### config.mk
export PLATFORM = sky130hd
export DESIGN_NAME = game_sequencer
export DESIGN_NICKNAME = d
export VERILOG_FILES = /design/src/rtl/game_sequencer.sv
export SDC_FILE = /design/constraint.sdc
export NUM_CORES = 1
export LEC_CHECK = 0
export CAP_MARGIN = 0
export CORE_AREA = 4 4 76 78
export CTS_CLUSTER_SIZE = 28
export DETAILED_ROUTE_END_ITERATION = 8
export DIE_AREA = 0 0 80 82
export GPL_TIMING_DRIVEN = 0
export PLACE_DENSITY_LB_ADDON = 0.25
export SKIP_CTS_REPAIR_TIMING = 1
export SLEW_MARGIN = 20
export SYNTH_ARGS = -nofsm -noshare
export SYNTH_HDL_FRONTEND = slang
export SYNTH_SLANG_ARGS = --single-unit
### constraint.sdc
create_clock -name clk -period 7.3 [get_ports clk]
set_clock_uncertainty 0.1 [all_clocks]
set_input_delay 0.73 -clock clk [delete_from_list [all_inputs] [get_ports clk]]
set_output_delay 0.73 -clock clk [all_outputs]
set_load 0.01 [all_outputs]
### src/rtl/game_sequencer.sv
// Round sequencer for the scrambled-number sum game: fetches two operands per round
// from the number ROM, grades the player's sum under a timeout and keeps score.
//
// state    | meaning
// ---------+-----------------------------------------------------------
// IDLE     | waiting for access_granted; all outputs cleared
// FETCH_A  | rom_addr holds operand A address, ROM sampling it
// WAIT_A   | rom_q carries operand A, captured into num_a
// FETCH_B  | rom_addr holds operand B address, ROM sampling it
// WAIT_B   | rom_q carries operand B, captured into num_b; arm timeout
// PLAY     | waiting for button_pulse or timer expiry
// CHECK    | grade the latched guess against num_a + num_b
// RESULT   | hold correct/wrong LED for RESULT_CYC cycles
// DONE     | game over; score and operands held until access drops
module game_sequencer #(
   parameter int ROUNDS     = 4,
   parameter int BASE_ADDR  = 0,
   parameter int TIMEOUT    = 100,
   parameter int RESULT_CYC = 8
) (
   input  logic       clk,
   input  logic       rst,
   input  logic       access_granted,
   input  logic       button_pulse,
   input  logic [3:0] toggle_switch,
   output logic [3:0] rom_addr,
   input  logic [3:0] rom_q,
   output logic [3:0] num_a,
   output logic [3:0] num_b,
   output logic [3:0] score,
   output logic [3:0] round,
   output logic       correct_led,
   output logic       wrong_led,
   output logic       game_over,
   output logic       busy
);

   localparam int TMR_MAX = (TIMEOUT > RESULT_CYC) ? TIMEOUT : RESULT_CYC;
   localparam int TW      = $clog2(TMR_MAX + 1);

   typedef enum logic [3:0] {
      S_IDLE,
      S_FETCH_A,
      S_WAIT_A,
      S_FETCH_B,
      S_WAIT_B,
      S_PLAY,
      S_CHECK,
      S_RESULT,
      S_DONE
   } state_t;

   state_t        state, state_n;
   logic [3:0]    rom_addr_n, num_a_n, num_b_n, score_n, round_n;
   logic [3:0]    guess, guess_n;
   logic          to_flag, to_flag_n;
   logic          correct_n, wrong_n;
   logic [TW-1:0] tmr, tmr_n;
   logic [3:0]    sum4, addr_a, addr_a_next;

   // 4-bit add: the carry out of the operand sum is deliberately dropped
   assign sum4        = num_a + num_b;
   assign addr_a      = 4'(BASE_ADDR) + (round << 1);
   assign addr_a_next = 4'(BASE_ADDR) + ((round + 4'd1) << 1);

   assign busy      = (state != S_IDLE) && (state != S_DONE);
   assign game_over = (state == S_DONE);

   always_comb begin
      state_n    = state;
      rom_addr_n = rom_addr;
      num_a_n    = num_a;
      num_b_n    = num_b;
      score_n    = score;
      round_n    = round;
      guess_n    = guess;
      to_flag_n  = to_flag;
      correct_n  = correct_led;
      wrong_n    = wrong_led;
      tmr_n      = tmr;

      case (state)
         S_IDLE: begin
            if (access_granted) begin
               state_n    = S_FETCH_A;
               rom_addr_n = 4'(BASE_ADDR);
               round_n    = 4'd0;
            end
         end
         S_FETCH_A: state_n = S_WAIT_A;
         S_WAIT_A: begin
            num_a_n    = rom_q;
            rom_addr_n = addr_a + 4'd1;
            state_n    = S_FETCH_B;
         end
         S_FETCH_B: state_n = S_WAIT_B;
         S_WAIT_B: begin
            num_b_n   = rom_q;
            tmr_n     = TW'(TIMEOUT);
            to_flag_n = 1'b0;
            state_n   = S_PLAY;
         end
         S_PLAY: begin
            // a press on the expiry cycle takes priority over the timeout
            if (button_pulse) begin
               guess_n = toggle_switch;
               state_n = S_CHECK;
            end else begin
               tmr_n = tmr - TW'(1);
               if (tmr == TW'(1)) begin
                  to_flag_n = 1'b1;
                  state_n   = S_CHECK;
               end
            end
         end
         S_CHECK: begin
            tmr_n   = TW'(RESULT_CYC);
            state_n = S_RESULT;
            if (!to_flag && (guess == sum4)) begin
               correct_n = 1'b1;
               score_n   = score + 4'd1;
            end else begin
               wrong_n = 1'b1;
            end
         end
         S_RESULT: begin
            tmr_n = tmr - TW'(1);
            if (tmr == TW'(1)) begin
               correct_n = 1'b0;
               wrong_n   = 1'b0;
               if (round == 4'(ROUNDS - 1)) begin
                  state_n = S_DONE;
               end else begin
                  round_n    = round + 4'd1;
                  rom_addr_n = addr_a_next;
                  state_n    = S_FETCH_A;
               end
            end
         end
         S_DONE: state_n = S_DONE;
         default: state_n = S_IDLE;
      endcase

      // losing access aborts the game from anywhere, including DONE
      if ((state != S_IDLE) && !access_granted) begin
         state_n    = S_IDLE;
         rom_addr_n = 4'd0;
         num_a_n    = 4'd0;
         num_b_n    = 4'd0;
         score_n    = 4'd0;
         round_n    = 4'd0;
         correct_n  = 1'b0;
         wrong_n    = 1'b0;
      end
   end

   always_ff @(posedge clk or negedge rst) begin
      if (!rst) begin
         state       <= S_IDLE;
         rom_addr    <= 4'd0;
         num_a       <= 4'd0;
         num_b       <= 4'd0;
         score       <= 4'd0;
         round       <= 4'd0;
         guess       <= 4'd0;
         to_flag     <= 1'b0;
         correct_led <= 1'b0;
         wrong_led   <= 1'b0;
         tmr         <= '0;
      end else begin
         state       <= state_n;
         rom_addr    <= rom_addr_n;
         num_a       <= num_a_n;
         num_b       <= num_b_n;
         score       <= score_n;
         round       <= round_n;
         guess       <= guess_n;
         to_flag     <= to_flag_n;
         correct_led <= correct_n;
         wrong_led   <= wrong_n;
         tmr         <= tmr_n;
      end
   end

endmodule

## Yosys cells after proc, flatten, opt, wreduce, memory -nomap -nowiden

Index checks and enable logic that the tools add are counted.

| storage, ports and cells | value |
|---|---|
| flip-flop bits (word level) | 38 |
| bits in latches | 0 |
| memory bits (writable) | 0 |
| ROM bits | 0 |
| input port bits | 12 |
| output and inout port bits | 24 |
| logic and storage cells | 96 |
| memories | 0 |

| operators by class | value |
|---|---|
| add/subtract/negate cells | 5 |
| multiply operators | 0 |
| div/mod/pow operators | 0 |
| magnitude comparators | 0 |
| equality and inequality tests | 20 |
| shift operators | 0 |
| multiplexer cells | 35 |
| bitwise gates (word level) | 0 |
| reductions and logical operators | 25 |

Operators with widths:

| kind | number |
|---|---|
| 4-bit two-way mux | 20 |
| 4-bit one-hot mux with 9 select lines | 1 |
| 7-bit one-hot mux with 4 select lines | 1 |
| 4-bit by 3-bit == test with 1-bit output, second input constant | 4 |
| 3-bit inequality test, second input constant | 5 |
| 4-bit by 1-bit adder with 4-bit output, second input constant | 3 |
| 4-bit by 2-bit == test with 1-bit output, second input constant | 3 |
| 4-bit one-hot mux with 3 select lines | 1 |
| 3-bit AND reduction | 4 |
| 4-bit nonzero test | 3 |
| 2-bit nonzero test | 5 |
| 4-bit inequality test, second input constant | 2 |
| 4-bit one-hot mux with 2 select lines | 1 |
| 4-bit AND reduction | 2 |
| 7-bit by 1-bit == test with 1-bit output, second input constant | 1 |
| 1-bit two-way mux | 7 |
| 7-bit two-way mux | 1 |
| 7-bit by 1-bit subtractor with 7-bit output, second input constant | 1 |
| 1-bit one-hot mux with 2 select lines | 3 |
| 2-bit AND reduction | 3 |
| 3-bit nonzero test | 2 |
| 4-bit adder | 1 |
| 4-bit by 1-bit == test with 1-bit output, second input constant | 1 |
| 4-bit == test | 1 |
| other kinds (5) | 9 |

## Depth between registers and ports, before layout

| depth | value |
|---|---|
| word-level depth | 6 |
| mapped depth | 9 |
| depth with buffers taken out | 8 |

## Least setup slack after synthesis

Ideal clock, no wire load.

| path | value |
|---|---|
| path type | flip-flop to flip-flop |
| start | register num_a[0] |
| end | register score[3] |
| library setup time | 0.078 ns |
| data arrival time | 2.506 ns |
| required time | 7.122 ns |
| path slack | 4.617 ns |
| stages on the path, launching flop included | 10 |
| path buffers | 1 |
| period minus slack after synthesis | 2.683 ns |
| path through | dfrtp_1 ha_1 inv_1 fa_1 xor2_1 nand2_1 or4_1 buf_2 or4_1 a21oi_1 |

| between the ends | value |
|---|---|
| cells in the longest elaborated chain, start to end | 5 |

Ends and longest elaborated chain:

| element | RTL line | text |
|---|---|---|
| start: declaration | 28 | `output logic [3:0] num_a,` |
| start signal: assignment | 173 | `num_a <= num_a_n;` |
| 4-bit adder | 62 | `assign sum4 = num_a + num_b;` |
| 4-bit == test | 119 | `if (!to_flag && (guess == sum4)) begin` |
| 1-bit logical AND | 119 |  |
| 2-bit nonzero test (no line) | n/a |  |
| 2-bit AND reduction (no line) | n/a |  |
| end signal: assignment | 175 | `score <= score_n;` |
| end: declaration | 30 | `output logic [3:0] score,` |

No other way between the ends.
A chain may end at the register's enable or synchronous reset.

## Final worst setup path

| path | value |
|---|---|
| start | register state[0] |
| end | output port game_over |

| between the ends | value |
|---|---|
| cells in the longest elaborated chain, start to end | 1 |

Ends and longest elaborated chain:

| element | RTL line | text |
|---|---|---|
| start: declaration | 53 | `state_t state, state_n;` |
| start signal: assignment | 171 | `state <= state_n;` |
| 4-bit == test | 67 | `assign game_over = (state == S_DONE);` |
| end: declaration | 34 | `output logic game_over,` |

No other way between the ends.

==> results by group <==
Timing
  – Maximum frequency from static timing analysis: 0.340 GHz
  – Final-report hold violation count: 0
  – Slew headroom: 33.7%
  – Final setup violating endpoints: 0
  – Transition time at the pin with the least slew margin: 0.987 ns
  – Fraction of the cycle the final worst path needs: 40.3%
  – Unrepaired setup endpoints after global routing: no
  – Post-layout minimum cycle time: 2.94 ns
  – Fin worst setup slack: 4.36 ns
  – Setup TNS after final layout: 0 ns
  – Final slew viol count: 0

Critical path
  – Critical Path Fanout Max: 7
  – Sort of element at the start of the critical path: register
  – Arrival time of the worst setup path: 2.11 ns
  – R2R setup slack: 4.49 ns
  – Worst setup EP type: output pin
  – Critical path class: register to output pin
  – Required time at the worst-slack endpoint: 6.47 ns

Yosys
  – Area of the mapped netlist: 0.00211 mm^2
  – Mapped Avg Cell Area: 9.79 um^2
  – Number of warnings reported in the yosys synthesis log: 0
  – Number of enable flip-flop cells after synthesis: 0
  – Async SR Flop Fraction: 100%
  – Count of distinct cell types in the synthesized netlist: 46
  – Synth Flop Type: dfrtp_1
  – Instance count of the mapped netlist: 215
  – Synth Register Bits: 38
  – Syn nets: 235
  – Post-synthesis sequential area ratio: 45.2%

Floorplanning
  – Horizontal die dimension: 80 um
  – Overall die area: 0.00656 mm^2
  – I/O pin count: 36
  – Vertical extent of the die: 82 um
  – Site Rows: 26
  – Floorplan Core Area: 0.00507 mm^2
  – Initial core utilization: 41.5%

Power and ir drop
  – Cell Pwr Density: 312 mW/mm^2
  – Overall power: 835 uW
  – IR Drop Worst-Case VDD: 0.165 mV
  – Static leakage: 0.00112 uW

Placement
  – Count of input and output buffers: 35
  – Cell count after placement: 321
  – Detailed placement HPWL: 3470 um
  – Pre-CTS setup slack: 4.39 ns
  – GP Congestion: 0.812

Final layout
  – Number of antenna repair diodes: 0
  – Multi-input logic area: 0.00108 mm^2
  – Final #Nets: 278
  – Fillcell total: 503
  – Layout cell share with drive strength beyond 1: 9.27%
  – Seq. cell area: 951 um^2
  – Final Instance Count excl. Fillers: 329
  – Final Core Density: 52.7%
  – Area added between synthesis and finish: 27.0%

GRT
  – Global-route wire length before repair: 8230 um
  – Global Route Usage Sum: 16.2%
  – Antenna violations before repair: 0
  – Global route total overflow: 0
  – Via count of the first global-routing pass: 1,761
  – Pin count of the biggest net entering global routing: 24

Route
  – Number of nets with antenna violations after detailed routing: 0
  – Routed wire length: 4780 um
  – Number of vias in the routed layout: 1,741
  – Average wire per cell in the routed design: 14.5 um
  – Via-per-instance ratio: 5.29
  – Post-detailed-route DRC marker count: 0
  – Detailed Routing Iterations Pass 1: 4
  – Starting DRT DRC Count: 72

Clock tree
  – CTS tree: done
  – Clk sink count: 38
  – Total CTS buffers: 5
  – Clock insertion delay at the later pin of the skew report: 0.29 ns
  – Root buffer cell: clkbuf_8
  – Maximum count of clock buffers along a single path: 2
  – Deepest level of the CTS H-tree: 2
  – Clock transition at the registers of the reported paths: 0.08 ns

Hold path
  – Worst min path class: input pin to asynchronous set/reset pin

Run
  – # Max-Cap Violations: 0

Run status
  – Run status: completed
## area by class of cell
class | count | share of cell area, %
multi-input cells | 160 | 40.5
flip-flops and latches | 38 | 35.5
repair buffers | 36 | 13.9
well taps | 70 | 3.27
clock buffers | 5 | 2.57
plain buffers | 9 | 1.59
clock inverters | 3 | 1.50
inverters | 8 | 1.12
## cells in the mapped netlist (2+ instances only)
master / n / area share (%)
inv_1: 8 / 1.4
nand2_1: 17 / 3.0
nor3b_1: 4 / 1.4
or3_1: 4 / 1.2
nand2b_1: 3 / 0.89
o31ai_1: 3 / 1.1
xnor2_1: 6 / 2.5
nor3_1: 5 / 1.2
a22o_1: 5 / 2.1
a21o_1: 2 / 0.71
clkbuf_1: 7 / 1.2
o21ai_0: 21 / 5.0
nor2_1: 15 / 2.7
mux2i_1: 5 / 2.4
mux2_2: 6 / 3.2
nand3b_1: 3 / 1.1
or4_1: 4 / 1.4
a22oi_1: 2 / 0.71
a21oi_1: 14 / 3.3
xor2_1: 3 / 1.2
o22ai_1: 4 / 1.2
nand3_1: 6 / 1.4
or2_2: 2 / 0.59
ha_1: 7 / 4.2
dfrtp_1: 38 / 45
## final timing paths
kind                              from     endpoint  depth (start not counted)
hold / removal                     rst     score[3]                          1
max in group asynchronous          rst       tmr[1]                          2
hold reg to reg            rom_addr[0]  rom_addr[0]                          1
setup reg to reg              num_a[0]     score[3]                          9
min in group clk           rom_addr[0]  rom_addr[0]                          1
setup / recovery              state[0]    game_over                          5
## logic make-up (layout without fill, tap and decap cells)
| logic type | after synthesis | in the layout | synth area share (%) |
|---|---|---|---|
| xor+xnor | 9 | 9 | 3.74 |
| mux | 11 | 11 | 5.59 |
| compound gates | 60 | 60 | 17.5 |
| fa+ha+maj | 8 | 8 | 5.11 |
| flops | 38 | 38 | 45.2 |
| simple gates | 72 | 72 | 19.4 |
| buf+inv | 17 | 61 | 3.45 |
## state kept, by name (all words and copies together), names as in the netlist
| register | count |
|---|---|
| tmr | 7 |
| guess | 4 |
| num_a | 4 |
| num_b | 4 |
| rom_addr | 4 |
| round | 4 |
| score | 4 |
| state | 4 |
| correct_led | 1 |
| to_flag | 1 |
| wrong_led | 1 |
## where the power goes
group          switching, uW  leakage (uW)  total (uW)  internal [uW]
Sequential              43.6      0.000509         301            258
Clock                   76.4     0.0000579         177            101
Combinational            194      0.000549         356            162
Total                    314       0.00112         835            520
## routing by layer
layer	track usage [%]	vias to the layer above	wire (um)
met3	4.50	4	306
met2	25.9	57	2240
met4	5.07	0	25
met5	0	-	0
li1	-	860	-
met1	21.5	820	2200
## worst max-delay path, cell delays in order, from the launching register on
cell and delay, ns:
dfrtp_1 0.37, clkbuf_1 0.17, or3_1 0.36, clkbuf_1 0.16, nor2_1 0.18, clkdlybuf4s50_1 0.58
## stage by stage
| stage | hold WS, ns | area (um^2) |
|---|---|---|
| final | 0.259 | 2680 |
| after global routing | 0.280 | 2680 |
| after CTS | 0.266 | 2680 |
| after detailed placement | 0.367 | 2570 |
| after global placement | 0.362 | 2540 |
| after floorplan | 0.334 | 2110 |
## cell usage in the layout (no fill, tap or decap), types with 2 or more instances in the layout
cell / count
xor2_1: 3
or4_1: 4
o22ai_1: 4
nor3_1: 5
xnor2_1: 6
clkbuf_1: 7
a21o_1: 2
buf_2: 2
or2_2: 2
mux2_2: 6
nand2b_1: 3
nand3b_1: 3
nor2_1: 15
ha_1: 7
dfrtp_1: 38
clkbuf_8: 5
o31ai_1: 3
inv_1: 8
o21ai_0: 21
a21oi_1: 14
or3_1: 4
a22o_1: 5
nor3b_1: 4
a22oi_1: 2
clkdlybuf4s50_1: 34
clkinv_2: 2
nand2_1: 17
nand3_1: 6
mux2i_1: 5
Power figures use the tool's default switching activity.
